File: config.mk
export PLATFORM = sky130hd
export DESIGN_NAME = mac_dot_seq
export DESIGN_NICKNAME = d
export VERILOG_FILES = /design/src/rtl/mac_dot_seq.sv
export SDC_FILE = /design/constraint.sdc
export NUM_CORES = 1
export LEC_CHECK = 0
export BUFFER_PORTS_ARGS = -buffer_cell sky130_fd_sc_hd__clkbuf_2
export CAP_MARGIN = 10
export CORE_MARGIN = 1.5
export CORE_UTILIZATION = 40
export CTS_BUF_LIST = sky130_fd_sc_hd__clkbuf_16
export DETAILED_ROUTE_END_ITERATION = 6
export GPL_TIMING_DRIVEN = 0
export PLACE_DENSITY = 0.6
export SLEW_MARGIN = 30
export SYNTH_ARGS = -nofsm -noshare
export SYNTH_HDL_FRONTEND = slang
export SYNTH_SLANG_ARGS = --single-unit
File: constraint.sdc
create_clock -name clk -period 5.7 [get_ports clk]
set_clock_uncertainty 0.2 [all_clocks]
set_input_delay 1.14 -clock clk [delete_from_list [all_inputs] [get_ports clk]]
set_output_delay 1.14 -clock clk [all_outputs]
set_load 0.01 [all_outputs]
File: src/rtl/mac_dot_seq.sv
// Framed dot-product sequencer around a 16x16 unsigned multiply-accumulate datapath.
// A start with a length opens a frame; the block accumulates that many pairs and holds the sum until taken.
module mac_dot_seq #(
  parameter int DATA_W = 16,
  parameter int ACC_W  = 64,
  parameter int LEN_W  = 10
) (
  input  logic              clk,
  input  logic              rst_n,
  input  logic              start,
  input  logic [LEN_W-1:0]  len,
  input  logic              abort,
  input  logic              in_valid,
  output logic              in_ready,
  input  logic [DATA_W-1:0] dataa,
  input  logic [DATA_W-1:0] datab,
  output logic              out_valid,
  input  logic              out_ready,
  output logic [ACC_W-1:0]  result,
  output logic              busy,
  output logic [LEN_W-1:0]  beat_cnt
);

  // Handshakes: a transfer happens on a rising edge where valid and ready are
  // both high; valid never waits on ready, and result stays put while out_valid is high.
  typedef enum logic [1:0] {IDLE, RUN, DONE} state_t;

  state_t              state;
  logic [ACC_W-1:0]    acc;
  logic [ACC_W-1:0]    acc_next;
  logic [LEN_W-1:0]    len_q;
  logic [2*DATA_W-1:0] prod;
  logic                beat;
  logic                last_beat;

  assign prod      = {{DATA_W{1'b0}}, dataa} * {{DATA_W{1'b0}}, datab};
  assign acc_next  = acc + ACC_W'(prod);
  assign beat      = in_valid & in_ready;
  assign last_beat = beat && (beat_cnt == len_q - LEN_W'(1));

  always_ff @(posedge clk or negedge rst_n) begin
    if (!rst_n) begin
      state     <= IDLE;
      in_ready  <= 1'b0;
      out_valid <= 1'b0;
      busy      <= 1'b0;
      result    <= '0;
      beat_cnt  <= '0;
      acc       <= '0;
      len_q     <= '0;
    end else begin
      case (state)
        IDLE: begin
          // abort outranks start here so a cancel can never launch a frame
          if (!abort && start) begin
            acc      <= '0;
            beat_cnt <= '0;
            busy     <= 1'b1;
            if (len != '0) begin
              len_q    <= len;
              in_ready <= 1'b1;
              state    <= RUN;
            end else begin
              result    <= '0;
              out_valid <= 1'b1;
              state     <= DONE;
            end
          end
        end
        RUN: begin
          if (abort) begin
            in_ready <= 1'b0;
            busy     <= 1'b0;
            state    <= IDLE;
          end else if (beat) begin
            acc      <= acc_next;
            beat_cnt <= beat_cnt + LEN_W'(1);
            if (last_beat) begin
              result    <= acc_next;
              in_ready  <= 1'b0;
              out_valid <= 1'b1;
              state     <= DONE;
            end
          end
        end
        DONE: begin
          if (abort || out_ready) begin
            out_valid <= 1'b0;
            busy      <= 1'b0;
            state     <= IDLE;
          end
        end
        default: begin
          in_ready  <= 1'b0;
          out_valid <= 1'b0;
          busy      <= 1'b0;
          state     <= IDLE;
        end
      endcase
    end
  end

endmodule

=== Word level (Yosys, flattened, before mapping) ===
Cells that the tools add are included.

* Equal/unequal tests: 13
* Add/sub/neg operators: 3
* Reduce and logical (&&, ||, !) cells: 14
* Bitwise logic cells: 2
* Mux-type cells: 37
* Multiply operators: 1

{| class="wikitable"
|+ Operators by type and width
! operator !! count
|-
| $mux 64 || 8
|-
| $pmux 64 s2 || 2
|-
| $add 64x32->64 || 1
|-
| $mul 16x16->32 || 1
|-
| $mux 10 || 3
|-
| $pmux 10 s2 || 1
|-
| $ne 2x2->1 const B || 8
|-
| $mux 1 || 13
|-
| $mux 2 || 6
|-
| $reduce_and 6->1 || 2
|-
| $add 10x1->10 const B || 1
|-
| $eq 10x10->1 || 1
|-
| $reduce_bool 10->1 || 1
|-
| $sub 10x1->10 const B || 1
|-
| $pmux 1 s3 || 3
|-
| $reduce_and 4->1 || 2
|-
| $ne 3x3->1 const B || 2
|-
| $pmux 2 s3 || 1
|-
| $reduce_and 3->1 || 2
|-
| $reduce_and 5->1 || 1
|-
| $eq 2x1->1 const B || 1
|-
| $eq 2x2->1 const B || 1
|-
| $logic_and 1x1->1 || 2
|-
| $logic_not 2->1 || 1
|-
| other kinds (5) || 5
|}

* Output and inout port bits: 77
* Word-level logic and storage cells: 78
* Register bits after elaboration: 153
* Bits of input ports: 48

=== Longest topological paths before layout ===
* Depth after elaboration: 7
* Gate-level depth with buffers: 25
* Mapped depth without buffers: 22

=== Least setup slack after synthesis ===
Ideal clock, no wire load.

* Path kind: input port to flip-flop
* From: in dataa[5]
* To: reg acc[56]
* Data required time: 5,379 ps
* Stages on the path: 22
* Arrival time: 6,877 ps
* Library setup time: 121 ps
* Setup slack: -1,498 ps
* Cells stage by stage: clkbuf_1 and2_1 fa_1 inv_1 fa_1 fa_1 fa_1 inv_1 fa_1 inv_1 fa_1 inv_1 ha_1 and3_1 nand3_1 a21oi_1 o211ai_1 a211o_1 buf_2 a211oi_1 o21ai_0 a22o_1

* Word-level cells in the longest chain between the ends: 5

{| class="wikitable"
|+ RTL lines
! element !! RTL line !! source
|-
| from (decl) || 15 || <nowiki>input logic [DATA_W-1:0] dataa,</nowiki>
|-
| $mul 16x16->32 || 36 || <nowiki>assign prod = {{DATA_W{1'b0}}, dataa} * {{DATA_W{1'b0}}, datab};</nowiki>
|-
| $add 64x32->64 || 37 || <nowiki>assign acc_next = acc + ACC_W'(prod);</nowiki>
|-
| $mux 64 || 75 || <nowiki>end else if (beat) begin</nowiki>
|-
| $mux 64 || 71 || <nowiki>if (abort) begin</nowiki>
|-
| $pmux 64 s2 || 52 || <nowiki>case (state)</nowiki>
|-
| to (signal assigned) || 76 || <nowiki>acc <= acc_next;</nowiki>
|-
| to (decl) || 29 || <nowiki>logic [ACC_W-1:0] acc;</nowiki>
|}

Every way passes these cells. The select of a mux whose other input is x is not followed.
A chain may end at the register's enable or synchronous reset.

=== Worst setup path after layout ===
* From: in datab[14]
* To: reg acc[52]

* Word-level cells in the longest chain between the ends: 5

{| class="wikitable"
|+ RTL lines
! element !! RTL line !! source
|-
| from (decl) || 16 || <nowiki>input logic [DATA_W-1:0] datab,</nowiki>
|-
| $mul 16x16->32 || 36 ||
|-
| $add 64x32->64 || 37 ||
|-
| $mux 64 || 75 ||
|-
| $mux 64 || 71 ||
|-
| $pmux 64 s2 || 52 ||
|}

Every way passes these cells. The select of a mux whose other input is x is not followed.

==> metrics.txt <==
r2r setup slk between 0.4 and 0.5 ns; WP data required about 6 ns; failing checks negative setup slack; antenna viol nets, final 0; Syn Std Cell Area between 15000 and 20000 um2; reg2reg path depth 19; Hold Crit Depth 2; clock sink count 153; fillers around 3900; RR Endpoint acc[59]$_DFFE_PN0P_; H-tree depth 4; routed wire length per instance ~19 um; top cell type's share of synthesized area a little over a quarter; Die ar. between 40000 and 50000 um2; initial antenna violation count 0; status finished with violations; core area 42200 um2; wl on met1 23200 um; Buffers & Inverters on Critical Path 9; Worst Path Arrival 7.07 ns; worst hold start acc[4]$_DFFE_PN0P_; antenna cell count 0; top_reg_cell synth dfrtp_1; cell mode on critical path fa_1; setup ws final -1.24 ns; cell with the most instances after synthesis inv_1; DIE HEIGHT between 200 and 250 um; Nets around 2600; final setup fails around 110; post-synthesis register bit count 153; Syn Nets about 2300; io pins ~130; dpl hpwl between 40000 and 50000 um; Die Wd about 210 um; Worst Setup SP datab[14]; highest routed layer met4; first-pass GRT wire length slightly above 80000 um; cell taking the most area after synthesis fa_1; EDFF count, synth 0; Distinct cells, synth 76; Critical Path Source Type primary input; DR vias 14300; crit path capture type flop; slowest CP cell fa_2; min cycle time layout about 6.9 ns; WL met2 24900 um; synth cell count leaders 358 x inv_1, 313 x nand2_1, 226 x fa_1; input/output buffers between 100 and 150; RSZ-0062 raised after global routing true; GRT overflow 0; CTS Root Buffer Type clkbuf_16; Syn Inst Count slightly below 2000; CP top delay family adder cells; area grow syn2layout 29.0%; Design Area, Final between 20000 and 25000 um2; GP Congestion just over 0.9; worst reg2reg startpoint acc[8]$_DFFE_PN0P_; clock-pin slew on the worst setup and hold paths ~0.06 ns; final hold violation count 0; pin count of the biggest net entering global routing a little over 60; initial DRC count approximately 870; number of global-route vias before repair 14700; maximum clock rate approximately 0.14 GHz; Hold/Removal Path Class reg -> reg; met3 routed WL between 2000 and 2500 um; synth top area cells fa_1 26%, dfrtp_1 22%, ha_1 8.1%; CTS tree done; WL final 51700 um; Initial Utilization 40.9%; crit-path max cell delay 0.63 ns; total CTS buffers 17; maximum buffer depth of the clock tree 2; Slew HR between 40% and 50%; Worst-Margin Slew a little under 0.8 ns; Max-Cap Viols 0; crit path cell chain buf_12, buf_8, buf_8, and2_4, fa_1, fa_1, fa_2, fa_2, fa_1, inv_2, fa_1, inv_2, ha_4, buf_6, buf_4, nand2_4, o21ai_4, a2111oi_4, a211o_1, buf_12, buf_8, a211oi_4, o21ai_1, a22o_1; Final period util 122%; clk_lat worst skew ~0.44 ns; async set or reset register ratio after synthesis 100%; FP Rows 75; GRT Util Overall a little under a quarter; CP max FO 6; Hold EP acc[4]$_DFFE_PN0P_; Via density 5.18; Ys Warns 0; WS Path Type in -> reg; Area after DPL roughly 19000 um2; max-slew violations 0; Seq/Total Area, Yosys 22.2%; mean post-synth cell area just under 9 um2; # DRC 0; drt first pass iters 5; layout cell share with drive strength beyond 1 between 20% and 30%
## what timing repair did
item	4_1_cts	5_1_grt
setup endpoints to repair	112	112
cloned	1	5
pin swaps	69	112
hold endpoints to repair	0	0
resized for setup	148	189
hold buffers	0	0
buffers inserted	52	73
## logic make-up after synthesis
group / after synthesis / synth area share [%]
multiplexers: 11 / 0.704
buffers and inverters: 450 / 10.1
XOR/XNOR: 75 / 3.81
AO/OA/AOI/OAI: 311 / 11.9
flip-flops: 153 / 22.2
adder cells (fa/ha/maj): 338 / 34.3
AND/OR/NAND/NOR: 606 / 17.0
## cells in the final DEF, fill, tap and decap left out, drive strengths merged, types with 6 or more instances in the layout
cell type | synthesis | layout
o31ai | 12 | 12
and2 | 131 | 131
ha | 112 | 112
xor2 | 15 | 15
nor3 | 7 | 7
fa | 226 | 226
buf | 25 | 185
inv | 358 | 363
nor2b | 7 | 7
a21o | 29 | 29
or3 | 6 | 6
a31oi | 9 | 9
nor4 | 13 | 13
nand3 | 21 | 21
a211oi | 8 | 8
a21boi | 6 | 6
o21ai | 133 | 133
mux2 | 9 | 9
nor2 | 50 | 50
nand2 | 313 | 313
xnor2 | 60 | 60
nand2b | 9 | 9
a21oi | 43 | 43
a22o | 17 | 17
clkbuf | 67 | 174
and3 | 16 | 16
nand4 | 16 | 16
dfrtp | 153 | 153
a2111oi | 12 | 12
## area by class of cell
cell class	instances	area (um2)	share of cell area, %
tap	539	674	3.03
multi-input combinational	1341	12900	58.1
timing repair buffer	251	2060	9.24
inverter	358	1340	6.04
buffer	91	907	4.08
clock buffer	17	425	1.91
clock inverter	13	98.8	0.444
sequential	153	3830	17.2
## state kept, by name (all words and copies together), names as in the netlist
| name | cells |
|---|---|
| result | 64 |
| len_q | 10 |
| in_ready | 1 |
| out_valid | 1 |
| busy | 1 |
| state | 2 |
| acc | 64 |
| beat_cnt | 10 |
## routing by layer
layer  vias up  global-route usage (%)
li1       6673                       -
met1      7170                    33.1
met2       389                    39.3
met3        76                    2.45
met4         0                    6.87
met5         -                       0
## through the flow
stage	setup TNS, ns	utilization [%]	setup WS (ns)	hold slack, ns	instances
3_5_place_dp	-167.00	45.9	-2.00	0.270	2608
4_1_cts	-92.37	49.8	-1.23	0.285	2690
2_1_floorplan	-74.06	-	-0.959	0.249	1944
3_3_place_gp	-165.17	45.7	-1.98	0.266	2606
6_report	-95.72	52.7	-1.24	0.280	2763
5_1_grt	-115.17	52.7	-1.43	0.306	2763
## worst min-delay path: cells and delay by family, from the launching register on
family	cells	cell delay, ns
flops	1	0.34
compound gates	1	0.06
simple gates	1	0.05
## worst max path at each step
stage,end,slack [ns],cells after the start
6_report,acc[52]$_DFFE_PN0P_,-1.24,24
3_5_place_dp,acc[32]$_DFFE_PN0P_,-2.00,22
5_1_grt,result[49]$_DFFE_PN0P_,-1.43,25
2_1_floorplan,result[48]$_DFFE_PN0P_,-0.96,22
4_1_cts,acc[48]$_DFFE_PN0P_,-1.23,23
3_3_place_gp,acc[32]$_DFFE_PN0P_,-1.98,22
Power is left out: the tool's default activity adds up to more than one toggle a clock period on the data nets, which glitch-free logic cannot reach.
